$ cat config.mk
export PLATFORM = sky130hd
export DESIGN_NAME = d_trigger_pipe_flat
export DESIGN_NICKNAME = d
export VERILOG_FILES = /design/src/rtl/d_trigger_pipe_pkg.sv /design/src/rtl/d_trigger_pipe_if.sv /design/src/rtl/d_trigger_pipe_stage.sv /design/src/rtl/d_trigger_pipe.sv /design/src/flat_wrapper.sv
export SDC_FILE = /design/constraint.sdc
export NUM_CORES = 1
export LEC_CHECK = 0
export ABC_AREA = 0
export CORE_MARGIN = 2
export CORE_UTILIZATION = 40
export DETAILED_ROUTE_END_ITERATION = 7
export DONT_BUFFER_PORTS = 1
export PLACE_DENSITY = 0.51
export SLEW_MARGIN = 30
export SYNTH_ARGS = -nofsm -noshare
export SYNTH_HDL_FRONTEND = slang
export SYNTH_SLANG_ARGS = --single-unit
$ cat constraint.sdc
create_clock -name CP -period 2.5 [get_ports CP]
set_input_delay 0.625 -clock CP [delete_from_list [all_inputs] [get_ports CP]]
set_output_delay 0.625 -clock CP [all_outputs]
set_load 0.01 [all_outputs]
$ cat src/rtl/d_trigger_pipe_pkg.sv
`default_nettype none
// ---------------------------------------------------------------------------
// Module  : d_trigger_pkg
// Brief   : MODE encodings, stage next-value select and FILL width helper.
// Revision: 1.0
// ---------------------------------------------------------------------------
package d_trigger_pkg;

  localparam logic [1:0] MODE_HOLD  = 2'b00;
  localparam logic [1:0] MODE_SHIFT = 2'b01;
  localparam logic [1:0] MODE_LOAD  = 2'b10;
  localparam logic [1:0] MODE_CLR   = 2'b11;

  typedef enum logic [1:0] {
    SEL_SER  = 2'b00,
    SEL_PAR  = 2'b01,
    SEL_ZERO = 2'b10
  } stage_sel_e;

  function automatic int fill_w(input int depth);
    return $clog2(depth + 1);
  endfunction

endpackage
`default_nettype wire

$ cat src/rtl/d_trigger_pipe_if.sv
`default_nettype none
// ---------------------------------------------------------------------------
// Module  : d_trigger_pipe_if
// Brief   : Control, data and status bundle of the register pipeline.
// Revision: 1.0
// ---------------------------------------------------------------------------
interface d_trigger_pipe_if
  import d_trigger_pkg::*;
#(
  parameter int WIDTH = 8,
  parameter int DEPTH = 4
);
  localparam int FW = fill_w(DEPTH);

  logic                   EN;
  logic [1:0]             MODE;
  logic [WIDTH-1:0]       D;
  logic [WIDTH*DEPTH-1:0] PD;
  logic [WIDTH-1:0]       Q;
  logic [WIDTH-1:0]       QR;
  logic [WIDTH*DEPTH-1:0] TAP;
  logic [FW-1:0]          FILL;
  logic                   FULL;

  modport master (
    output EN, MODE, D, PD,
    input  Q, QR, TAP, FILL, FULL
  );

  modport slave (
    input  EN, MODE, D, PD,
    output Q, QR, TAP, FILL, FULL
  );

endinterface
`default_nettype wire

$ cat src/rtl/d_trigger_pipe_stage.sv
`default_nettype none
// ---------------------------------------------------------------------------
// Module  : d_trigger_stage
// Brief   : One WIDTH-bit flop with sync reset, enable and serial/parallel/zero mux.
// Revision: 1.0
// ---------------------------------------------------------------------------
module d_trigger_stage
  import d_trigger_pkg::*;
#(
  parameter int               WIDTH   = 8,
  parameter logic [WIDTH-1:0] RST_VAL = '0
) (
  input  wire logic             clk_i,
  input  wire logic             rst_i,
  input  wire logic             en_i,
  input  stage_sel_e            sel_i,
  input  wire logic [WIDTH-1:0] ser_i,
  input  wire logic [WIDTH-1:0] par_i,
  output logic      [WIDTH-1:0] q_o
);

  logic [WIDTH-1:0] data_d;
  logic [WIDTH-1:0] data_q;

  always_comb begin
    data_d = '0;
    case (sel_i)
      SEL_SER:  data_d = ser_i;
      SEL_PAR:  data_d = par_i;
      default:  data_d = '0;
    endcase
  end

  always_ff @(posedge clk_i) begin
    if (rst_i) begin
      data_q <= RST_VAL;
    end else if (en_i) begin
      data_q <= data_d;
    end
  end

  assign q_o = data_q;

endmodule
`default_nettype wire

$ cat src/rtl/d_trigger_pipe.sv
`default_nettype none
// ---------------------------------------------------------------------------
// Module  : d_trigger_pipe
// Brief   : WIDTH x DEPTH register pipeline with shift/load/clear and fill count.
//           Define D_TRIGGER_PIPE_ROT_EN to turn MODE=11 into a rotate.
// Revision: 1.0
// ---------------------------------------------------------------------------
module d_trigger_pipe
  import d_trigger_pkg::*;
#(
  parameter int               WIDTH   = 8,
  parameter int               DEPTH   = 4,
  parameter logic [WIDTH-1:0] RST_VAL = '0
) (
  input wire logic         CP,
  input wire logic         RST,
  d_trigger_pipe_if.slave  bus
);

  localparam int            c_FW       = fill_w(DEPTH);
  localparam logic [c_FW-1:0] c_FULL_CNT = c_FW'(DEPTH);

  logic [WIDTH-1:0] stage_q [DEPTH];
  logic [WIDTH-1:0] w_head_ser;
  logic             w_stage_en;
  stage_sel_e       w_sel;
  logic [c_FW-1:0]  fill_d;
  logic [c_FW-1:0]  fill_q;

  assign w_stage_en = bus.EN && (bus.MODE != MODE_HOLD);

`ifdef D_TRIGGER_PIPE_ROT_EN
  // Rotate reuses the serial path with the last stage wrapped into stage 0.
  assign w_head_ser = (bus.MODE == MODE_CLR) ? stage_q[DEPTH-1] : bus.D;
`else
  assign w_head_ser = bus.D;
`endif

  always_comb begin
    w_sel = SEL_SER;
    case (bus.MODE)
      MODE_LOAD: w_sel = SEL_PAR;
`ifdef D_TRIGGER_PIPE_ROT_EN
      MODE_CLR:  w_sel = SEL_SER;
`else
      MODE_CLR:  w_sel = SEL_ZERO;
`endif
      default:   w_sel = SEL_SER;
    endcase
  end

  for (genvar k = 0; k < DEPTH; k++) begin : g_stage
    logic [WIDTH-1:0] w_ser;

    if (k == 0) begin : g_head
      assign w_ser = w_head_ser;
    end else begin : g_body
      assign w_ser = stage_q[k-1];
    end

    d_trigger_stage #(
      .WIDTH   (WIDTH),
      .RST_VAL (RST_VAL)
    ) u_stage (
      .clk_i (CP),
      .rst_i (RST),
      .en_i  (w_stage_en),
      .sel_i (w_sel),
      .ser_i (w_ser),
      .par_i (bus.PD[k*WIDTH +: WIDTH]),
      .q_o   (stage_q[k])
    );

    assign bus.TAP[k*WIDTH +: WIDTH] = stage_q[k];
  end

  always_comb begin
    fill_d = fill_q;
    if (bus.EN) begin
      case (bus.MODE)
        MODE_SHIFT: begin
          if (fill_q != c_FULL_CNT) begin
            fill_d = fill_q + 1'b1;
          end
        end
        MODE_LOAD: fill_d = c_FULL_CNT;
`ifndef D_TRIGGER_PIPE_ROT_EN
        MODE_CLR:  fill_d = '0;
`endif
        default:   fill_d = fill_q;
      endcase
    end
  end

  always_ff @(posedge CP) begin
    if (RST) begin
      fill_q <= '0;
    end else begin
      fill_q <= fill_d;
    end
  end

  assign bus.Q    = stage_q[DEPTH-1];
  assign bus.QR   = ~stage_q[DEPTH-1];
  assign bus.FILL = fill_q;
  assign bus.FULL = (fill_q == c_FULL_CNT);

endmodule
`default_nettype wire

$ cat src/flat_wrapper.sv
// flat-port wrapper written by rule: the top's interface ports become plain ports
module d_trigger_pipe_flat import d_trigger_pkg::*;
#(
  parameter int               WIDTH   = 8,
  parameter int               DEPTH   = 4,
  parameter logic [WIDTH-1:0] RST_VAL = '0
)
  (CP, RST, bus_EN, bus_MODE, bus_D, bus_PD, bus_Q, bus_QR, bus_TAP, bus_FILL, bus_FULL);
  d_trigger_pipe_if #(.WIDTH(WIDTH), .DEPTH(DEPTH)) bus_i ();
  input wire logic CP;
  input wire logic RST;
  input wire logic [$bits(bus_i.EN)-1:0] bus_EN;
  input wire logic [$bits(bus_i.MODE)-1:0] bus_MODE;
  input wire logic [$bits(bus_i.D)-1:0] bus_D;
  input wire logic [$bits(bus_i.PD)-1:0] bus_PD;
  output wire logic [$bits(bus_i.Q)-1:0] bus_Q;
  output wire logic [$bits(bus_i.QR)-1:0] bus_QR;
  output wire logic [$bits(bus_i.TAP)-1:0] bus_TAP;
  output wire logic [$bits(bus_i.FILL)-1:0] bus_FILL;
  output wire logic [$bits(bus_i.FULL)-1:0] bus_FULL;
  assign bus_i.EN = bus_EN;
  assign bus_i.MODE = bus_MODE;
  assign bus_i.D = bus_D;
  assign bus_i.PD = bus_PD;
  assign bus_Q = bus_i.Q;
  assign bus_QR = bus_i.QR;
  assign bus_TAP = bus_i.TAP;
  assign bus_FILL = bus_i.FILL;
  assign bus_FULL = bus_i.FULL;
  d_trigger_pipe #(.WIDTH(WIDTH), .DEPTH(DEPTH), .RST_VAL(RST_VAL)) u_core (.CP(CP), .RST(RST), .bus(bus_i));
endmodule
==> results of run 1 <==
worst register-to-register path: cells and delay by family (launching register included):
family / cells / cell delay (ns)
adder cells (fa/ha/maj): 1 / 0.20
AO/OA/AOI/OAI: 1 / 0.32
buffers and inverters: 1 / 0.10
flip-flops: 1 / 0.37
AND/OR/NAND/NOR: 2 / 0.36
power by group:
part,leakage (nW),switching [W],total [W],internal [W]
Clock,0.0515,0.000192,0.000443,0.000251
Sequential,0.285,0.0000366,0.000616,0.000580
Combinational,0.187,0.0000575,0.0000939,0.0000364
sequential cells by signal (all words and copies together) (netlist names):
register,cells
u_core.g_stage.u_stage.q_o,32
u_core.bus.FILL,3
metal layers:
metal  routed length [um]  vias to the layer above  track usage (%)
li1                     -                      561                -
met1                 1590                      560             20.2
met2                 1860                       59             30.9
met3                  349                        6             7.33
met4                   44                        0             5.61
met5                    0                        -                0
Yosys cell counts (all sizes together) (3+ instances only):
cell / instances
clkbuf: 3
o2bb2ai: 31
a22oi: 31
inv: 11
o21ai: 3
a21oi: 3
nor2: 4
buf: 17
dfxtp: 35
placed cells by master, fill, tap and decap left out:
master,n
o21a_1,1
clkbuf_8,7
and2_1,1
nor3_1,2
nor2b_4,1
o2bb2ai_1,31
o21ai_0,3
o311a_1,1
and3b_1,2
nand2b_1,1
nor2b_1,1
buf_4,3
clkbuf_1,1
and2b_2,1
nor2_1,3
a22oi_1,31
nor2_2,1
dfxtp_1,35
o221a_2,1
a21oi_1,3
inv_1,11
ha_1,2
nand3_1,2
area by class of cell:
class / count / share of cell area, %
sequential: 35 / 43.5
multi-input combinational: 88 / 42.5
clock buffer: 8 / 6.22
tap: 48 / 3.73
inverter: 11 / 2.57
timing repair buffer: 3 / 1.40
stage by stage:
step | std cells | total power, W
floorplan | 154 | 0.000706
global route | 193 | 0.00121
CTS | 193 | 0.00117
detailed placement | 185 | 0.000723
finish | 193 | 0.00115
global placement | 185 | 0.000719
final timing paths:
check                                         from                               end  slack [ns]
setup / recovery                u_core.bus.FILL[0]                          bus_FULL        0.64
hold / removal                                 RST                u_core.bus.FILL[0]        0.40
hold reg to reg   u_core.g_stage[2].u_stage.q_o[1]  u_core.g_stage[2].u_stage.q_o[1]        0.53
setup reg to reg                u_core.bus.FILL[0]                u_core.bus.FILL[2]        1.09
logic make-up after synthesis:
logic type / after synthesis
compound gates: 71
fa+ha+maj: 2
buf+inv: 31
flops: 35
simple gates: 15
==> summary.md, run 1 <==
The run gives 2 as the total number of H-tree levels. Count of port buffers added during placement: 0. After Yosys synthesis, XOR and XNOR cells account for 0% of the synthesized area.

Detailed routing inserted a total of 1186 vias. The number of setup violations in the final report came out at 0. The signal on the critical path passes through inv_1 > ha_1 > and2_1.

The number of setup buffers added after CTS is 0. Max-cap violations in this run came to 0. In this run the worst path has a maximum fanout of 4. At the worst endpoint, the arrival time is 1.24 ns. After technology mapping, the gate count stands at 154. For the worst-skew pair, the clock arrives at the later sink with an insertion delay of 0.28 ns. For the count of cell types in the netlist, the log shows 23.

Largest stage delay on the critical path: 0.43 ns. The worst setup path is of the register to primary output kind. The tools report the sequential share of the synthesized area as 45.4%. The total of flip-flops plus latches after synthesis was 35; the hold buffer count at cts was 0.

The top-level port count was 97. In the routed layout, each cell is associated on average with a via count of 6.15. Cell family contributing the most delay on the critical path: flip-flops. The horizontal extent of the die is 66.1 um, and the die area is 4370 um^2. CTS placed an instance of clkbuf_8 at the clock tree root.

The placed wire-length estimate is 2640 um. Buffer and inverter count on the worst path: 1. Standard-cell row count: 22.

The post-route netlist has 9.66% of its cells at a drive strength greater than 1. The most area-hungry cell type in the Yosys netlist was dfxtp_1. The die boundary height works out to 66.1 um.

TritonCTS built the clock tree. When the netlist entered floorplanning its net count stood at 201. The logic depth of the worst path, buffers included came out at 3.

For this run the aggregate overflow at the end of global routing stands at 0. The adder and majority gate portion of the synthesized area was 1.62%; the combined flip-flop and latch cell area was 701 um^2. Timing would allow up to 0.537 GHz.

The number of detailed-routing iterations run before antenna repair came out at 4. Summing the areas of all and, or, nand and nor instances in the mapped netlist gives 5.83% of the synthesized area. Highest-delay cell along the critical path: dfxtp_1. The repair_antennas step left the layout with diodes totalling 0. Of the available clock period, the critical path in the final layout requires 74.5%. TritonCTS created 5 clock buffers. The number of antenna violations at the first check in global routing is 0, and the post-synthesis instance area is 1540 um^2.

The detailed router finished its first iteration with 44 violations. Number of global-route vias before repair: 1200. Setup repair after global routing left no endpoint under its margin. The first global-routing pass estimated 5800 um of wire. For the maximum number of buffers from clock root to sink, the log shows 2. Fill cells in the final layout number 366. After layout, the worst setup slack is 0.638 ns. The tightest hold margin is 0.404 ns.

For this design the static power due to leakage is 0.524 nW. The worst ir drop on vdd was 293 uV; the largest net degree at the start of global routing was 32. By area the synthesized netlist is led by dfxtp_1 (45%), o2bb2ai_1 (18%), a22oi_1 (15%). Among all flip-flop cells after synthesis, the most frequent one is dfxtp_1. At the placement stage, the worst setup path has a slack of 0.503 ns. For this run, the post-layout net count is 191. Data on the critical path is required at its endpoint by 1.88 ns. Clock-pin slew was measured on the worst setup and hold paths at 0.07 ns.

The area share of the largest cell type after synthesis was 45.4%. The logs give 3850 um for the post-detailed-routing wire length and 18.0% for the total global-route track usage. The number of cells on the worst reg-to-reg path is 5. The tightest min-delay check is of the input pin to register type. Summing all multi-input logic gate instances after layout gives 684 um^2. Dividing total power by cell area gives a power density of 717 nW/um^2. The run gives 0 as the final-report hold violation count.

By area, the combinational part of the netlist is dominated by compound AO/OA/AOI/OAI gates. After synthesis, the share of flip-flops with an asynchronous set or reset is 0%. The area growth from synthesis to layout was 4.21%. After floorplanning, the core was sized to cover 3690 um^2.

The run gives 43.6% as the core occupancy in the finished layout. For the pin with the worst max-slew slack, the measured transition is 0.687 ns. The share of the synthesized area in compound gates (AO/OA/AOI/OAI) was 36.5%. STA classifies the critical path endpoint as a primary output. In this run the tightest slew margin relative to its limit is 54.1%. The Yosys step of the flow raised 0 warnings. For the clock sink total, the log shows 35. In this run, synthesis inferred 0 flip-flops with an integrated enable. For the setup total negative slack, the log shows 0 ns. Counting I/O delays and the setup requirement, the final critical path takes 1.86 ns.

In the final routed layout, each cell accounts on average for 20.0 um. The flow ran to the end, and the final reports show no timing, DRC or antenna violations. The run gives 0.698 as the final RePlAce weighted congestion. The effective utilization at floorplan was 41.9%; the instance area after placement was 1510 um^2.

The setup skew after layout was 0.00332 ns; the cell area after layout was 1610 um^2. For the total count of max-transition violations in the final report, the log shows 0. In this run the remaining antenna-violating nets after routing total 0. The worst setup path is launched from a register.

The mux share of post-synthesis cell area was 0%; the number of resized instances in the post-cts repair step was 0. The average size of a mapped cell came out at 10.0 um^2. Worst hold path cell count: 1. DRC violation count after routing: 0.
Note: power is estimated with default switching activity, not from simulation.
==> inputs of run 2 (changes only) <==
clock period = 1.8 ns   (was 2.5 ns; I/O delays follow)
==> run 2 against run 1 <==
Effect of this change: flip-flop and latch count stayed put; critical path type unchanged; via count is 0.59% higher; largest power group unchanged; worst hold slack worse by 0.17 ns; non-clock buffer count is 2 higher; first-iteration DRC count is 70% higher; final cell count is 0.52% higher; cell area hardly changed.
==> summary.md, run 2 (synthesis gave the netlist of run 1 again) <==
The total power consumption of the routed design was 0.00155 W (+34%). The horizontal extent of the die works out to 66.1 um (unchanged). The die boundary height is 66.1 um (unchanged).

Leaving out fill and tap cells, the most frequent cells in the layout are dfxtp_1 (35), a22oi_1 (31), o2bb2ai_1 (31). For the final RePlAce weighted congestion, the log shows 0.694 (-0.52%). The final critical path time including I/O delays and setup is 1.67 ns, and the number of global-route vias before repair is 1194 (-0.50%). The run gives 0.277 ns (-0.226 ns) as the setup slack after placement.

The number of resized instances in the post-cts repair step came out at 0 (unchanged). The run gives 0 (unchanged) as the remaining antenna violation count. The startpoint type of the worst setup path is a register. The ratio of cells with drive above 1 in the final layout was 10.3% (+0.62 points); the clock network fraction of total power was 36.1% (-2.3 points).

The logs give 0.000389 W (+36%) for the power spent charging and discharging nets and 0 (unchanged) for the number of setup violations in the final report. The transition time at the pin with the least slew margin is 0.680 ns (-0.00782 ns). The worst min-delay path category was input pin to register. Effective utilization at floorplan: 41.9% (unchanged). The worst ir drop on vdd came out at 493 uV (+68%). TritonCTS built the clock tree.

The count of port buffers added during placement works out to 0 (unchanged). The internal power summed over all cells was 0.00116 W (+34%); the number of standard cells in the layout, taps in and fillers out was 194 (+0.52%). The total number of vias was 1193 (+0.59%). The critical path goes through inv_1 > ha_1 > and2_1. The top-level port count was 97 (unchanged).

The run gives 17.9% (-0.13 points) as the total global-route track usage. The tools report the DRC violation count after routing as 0 (unchanged). For the standard-cell row count, the log shows 22 (unchanged).

The count of inserted antenna diode cells is 0 (unchanged). The combined flip-flop and latch cell area is 701 um^2 (unchanged). The flow ran to the end, and the final reports show no timing, DRC or antenna violations. For the number of filler cells placed in the layout, the log shows 382 (+4.4%).

The hold buffer count at cts was 0 (unchanged). The post-detailed-routing wire length was 3800 um (-1.4%); the instance count after placement with tap cells included was 187 (+1.1%). The slowest stage of the critical path is the dfxtp_1 cell.

The placeable core region came out at 3690 um^2 (unchanged). Final-stage net count: 193 (+1.0%). The logs give 35 (unchanged) for the clock sink total and 1.35 ns (-0.53 ns) for the required time reported for the critical path endpoint. The maximum fanout encountered on the critical timing path works out to 4 (unchanged). The final-report hold violation count came out at 0 (unchanged). The post-CTS setup repair buffer count was 0 (unchanged). The library cell used most frequently in the layout, excluding fill and tap cells, is dfxtp_1. The instance area after placement came out at 1520 um^2 (+1.0%).

The largest stage delay on the critical path works out to 0.43 ns (about the same). The routed length per instance was 19.6 um (-1.9%). The routed via count divided by cell count was 6.15 (about the same); the area taken by multi-input logic gates was 683 um^2 (-0.18%).

The tools report the largest net degree at the start of global routing as 32 (unchanged). Combinational share of power: 8.6% (+0.5 points). The area growth from synthesis to layout was 4.29% (about the same); the part of the total power dissipated in sequential elements was 55.3% (+1.9 points). Clock transition at the registers of the reported paths: 0.07 ns (about the same). The number of antenna violations at the first check in global routing was 0 (unchanged). The critical path class was register to primary output. The wire length of the first global-routing pass was 5800 um (unchanged); the setup skew after layout was 0.0103 ns (+0.00694 ns). The share of the clock period used by the worst path is 92.6%. The switching power as a share of total power works out to 25.2% (+0.35 points).

For the maximum clock frequency, the log shows 0.600 GHz. The total count of max-transition violations in the final report came out at 0 (unchanged). The tools report the overall overflow remaining after global route as 0 (unchanged).

The tools report the number of maximum-capacitance violations as 0 (unchanged). The tools report the total number of H-tree levels as 2 (unchanged). The kind of end point of the critical path is a primary output.

Total power divided by cell area: 961 nW/um^2 (+34%). In this run the clock root is driven by a clkbuf_8. The logs give 1610 um^2 (about the same) for the cell area after layout and 2720 um (+2.9%) for the placed wire-length estimate. The die area came out at 4370 um^2 (unchanged). The logs give 75 (+70%) for the starting DRC count in detailed routing and 1.22 ns (-0.02 ns) for the critical path data arrival time.

The headroom to the max-slew limit is 54.6% (+0.52 points), and the number of detailed-routing iterations run before antenna repair is 4 (unchanged). The flip-flop count of the largest register, all copies and words added is 32 (unchanged). The final worst slack was 0.132 ns (-0.505 ns). The run gives 0.530 nW (+1.2%) as the leakage dissipation. Setup repair after global routing left no endpoint under its margin. The tools report the source-to-sink clock delay at the later pin of the worst-skew pair as 0.28 ns (about the same). The run gives 5 (unchanged) as the clock buffer count from CTS. For the maximum number of buffers from clock root to sink, the log shows 2 (unchanged).
==> run 2: cell count changes in the layout (fill, tap and decap cells not counted), sizes merged <==
cell	previous run	this run
buf	3	5
clkbuf	8	6
clkinv	0	1
==> run 2: worst max-delay path, delay by kind of cell (launching register included) <==
family | cells | cell delay [ns]
adders and majority gates | 1 | 0.23
buffers and inverters | 1 | 0.08
DFF | 1 | 0.43
and+or+nand+nor | 1 | 0.20
==> run 2: worst paths after layout <==
path                                    start                          endpoint  slack [ns]  depth (start not counted)
max                        u_core.bus.FILL[0]                          bus_FULL        0.13                          3
min                                       RST                u_core.bus.FILL[1]        0.23                          1
max reg2reg                u_core.bus.FILL[0]                u_core.bus.FILL[2]        0.41                          5
min reg2reg  u_core.g_stage[2].u_stage.q_o[1]  u_core.g_stage[2].u_stage.q_o[1]        0.53                          1
==> run 2: through the flow <==
stage	TNS [ns]	utilization [%]	hold slack, ns
after global routing	0	43.7	0.226
after floorplan	0	-	0.504
after detailed placement	0	41.3	0.523
after CTS	0	43.7	0.219
after global placement	-1.45	41.1	0.518
final	0	43.7	0.231
==> run 2: power by group through the flow <==
stage          clock, W  sequential (W)  combinational, W
3_5_place_dp          0        0.000874          0.000134
4_1_cts        0.000586        0.000856          0.000134
2_1_floorplan         0        0.000859          0.000122
5_1_grt        0.000613        0.000861          0.000150
3_3_place_gp          0        0.000874          0.000128
6_report       0.000559        0.000856          0.000132
==> run 2: metal layers <==
metal  vias to the layer above  track usage (%)  share of wire [%]
met4                         0             6.12               0.37
li1                        566                -                  -
met5                         -                0                  0
met1                       567             20.1                 42
met2                        58             31.3                 49
met3                         2             5.96                8.5
==> run 2: layout make-up <==
class	count	area share [%]
Multi-Input combinational cell	88	42.4
Clock inverter	1	0.311
Inverter	11	2.56
Clock buffer	6	5.13
Tap cell	48	3.73
Sequential cell	35	43.5
Timing Repair Buffer	5	2.33
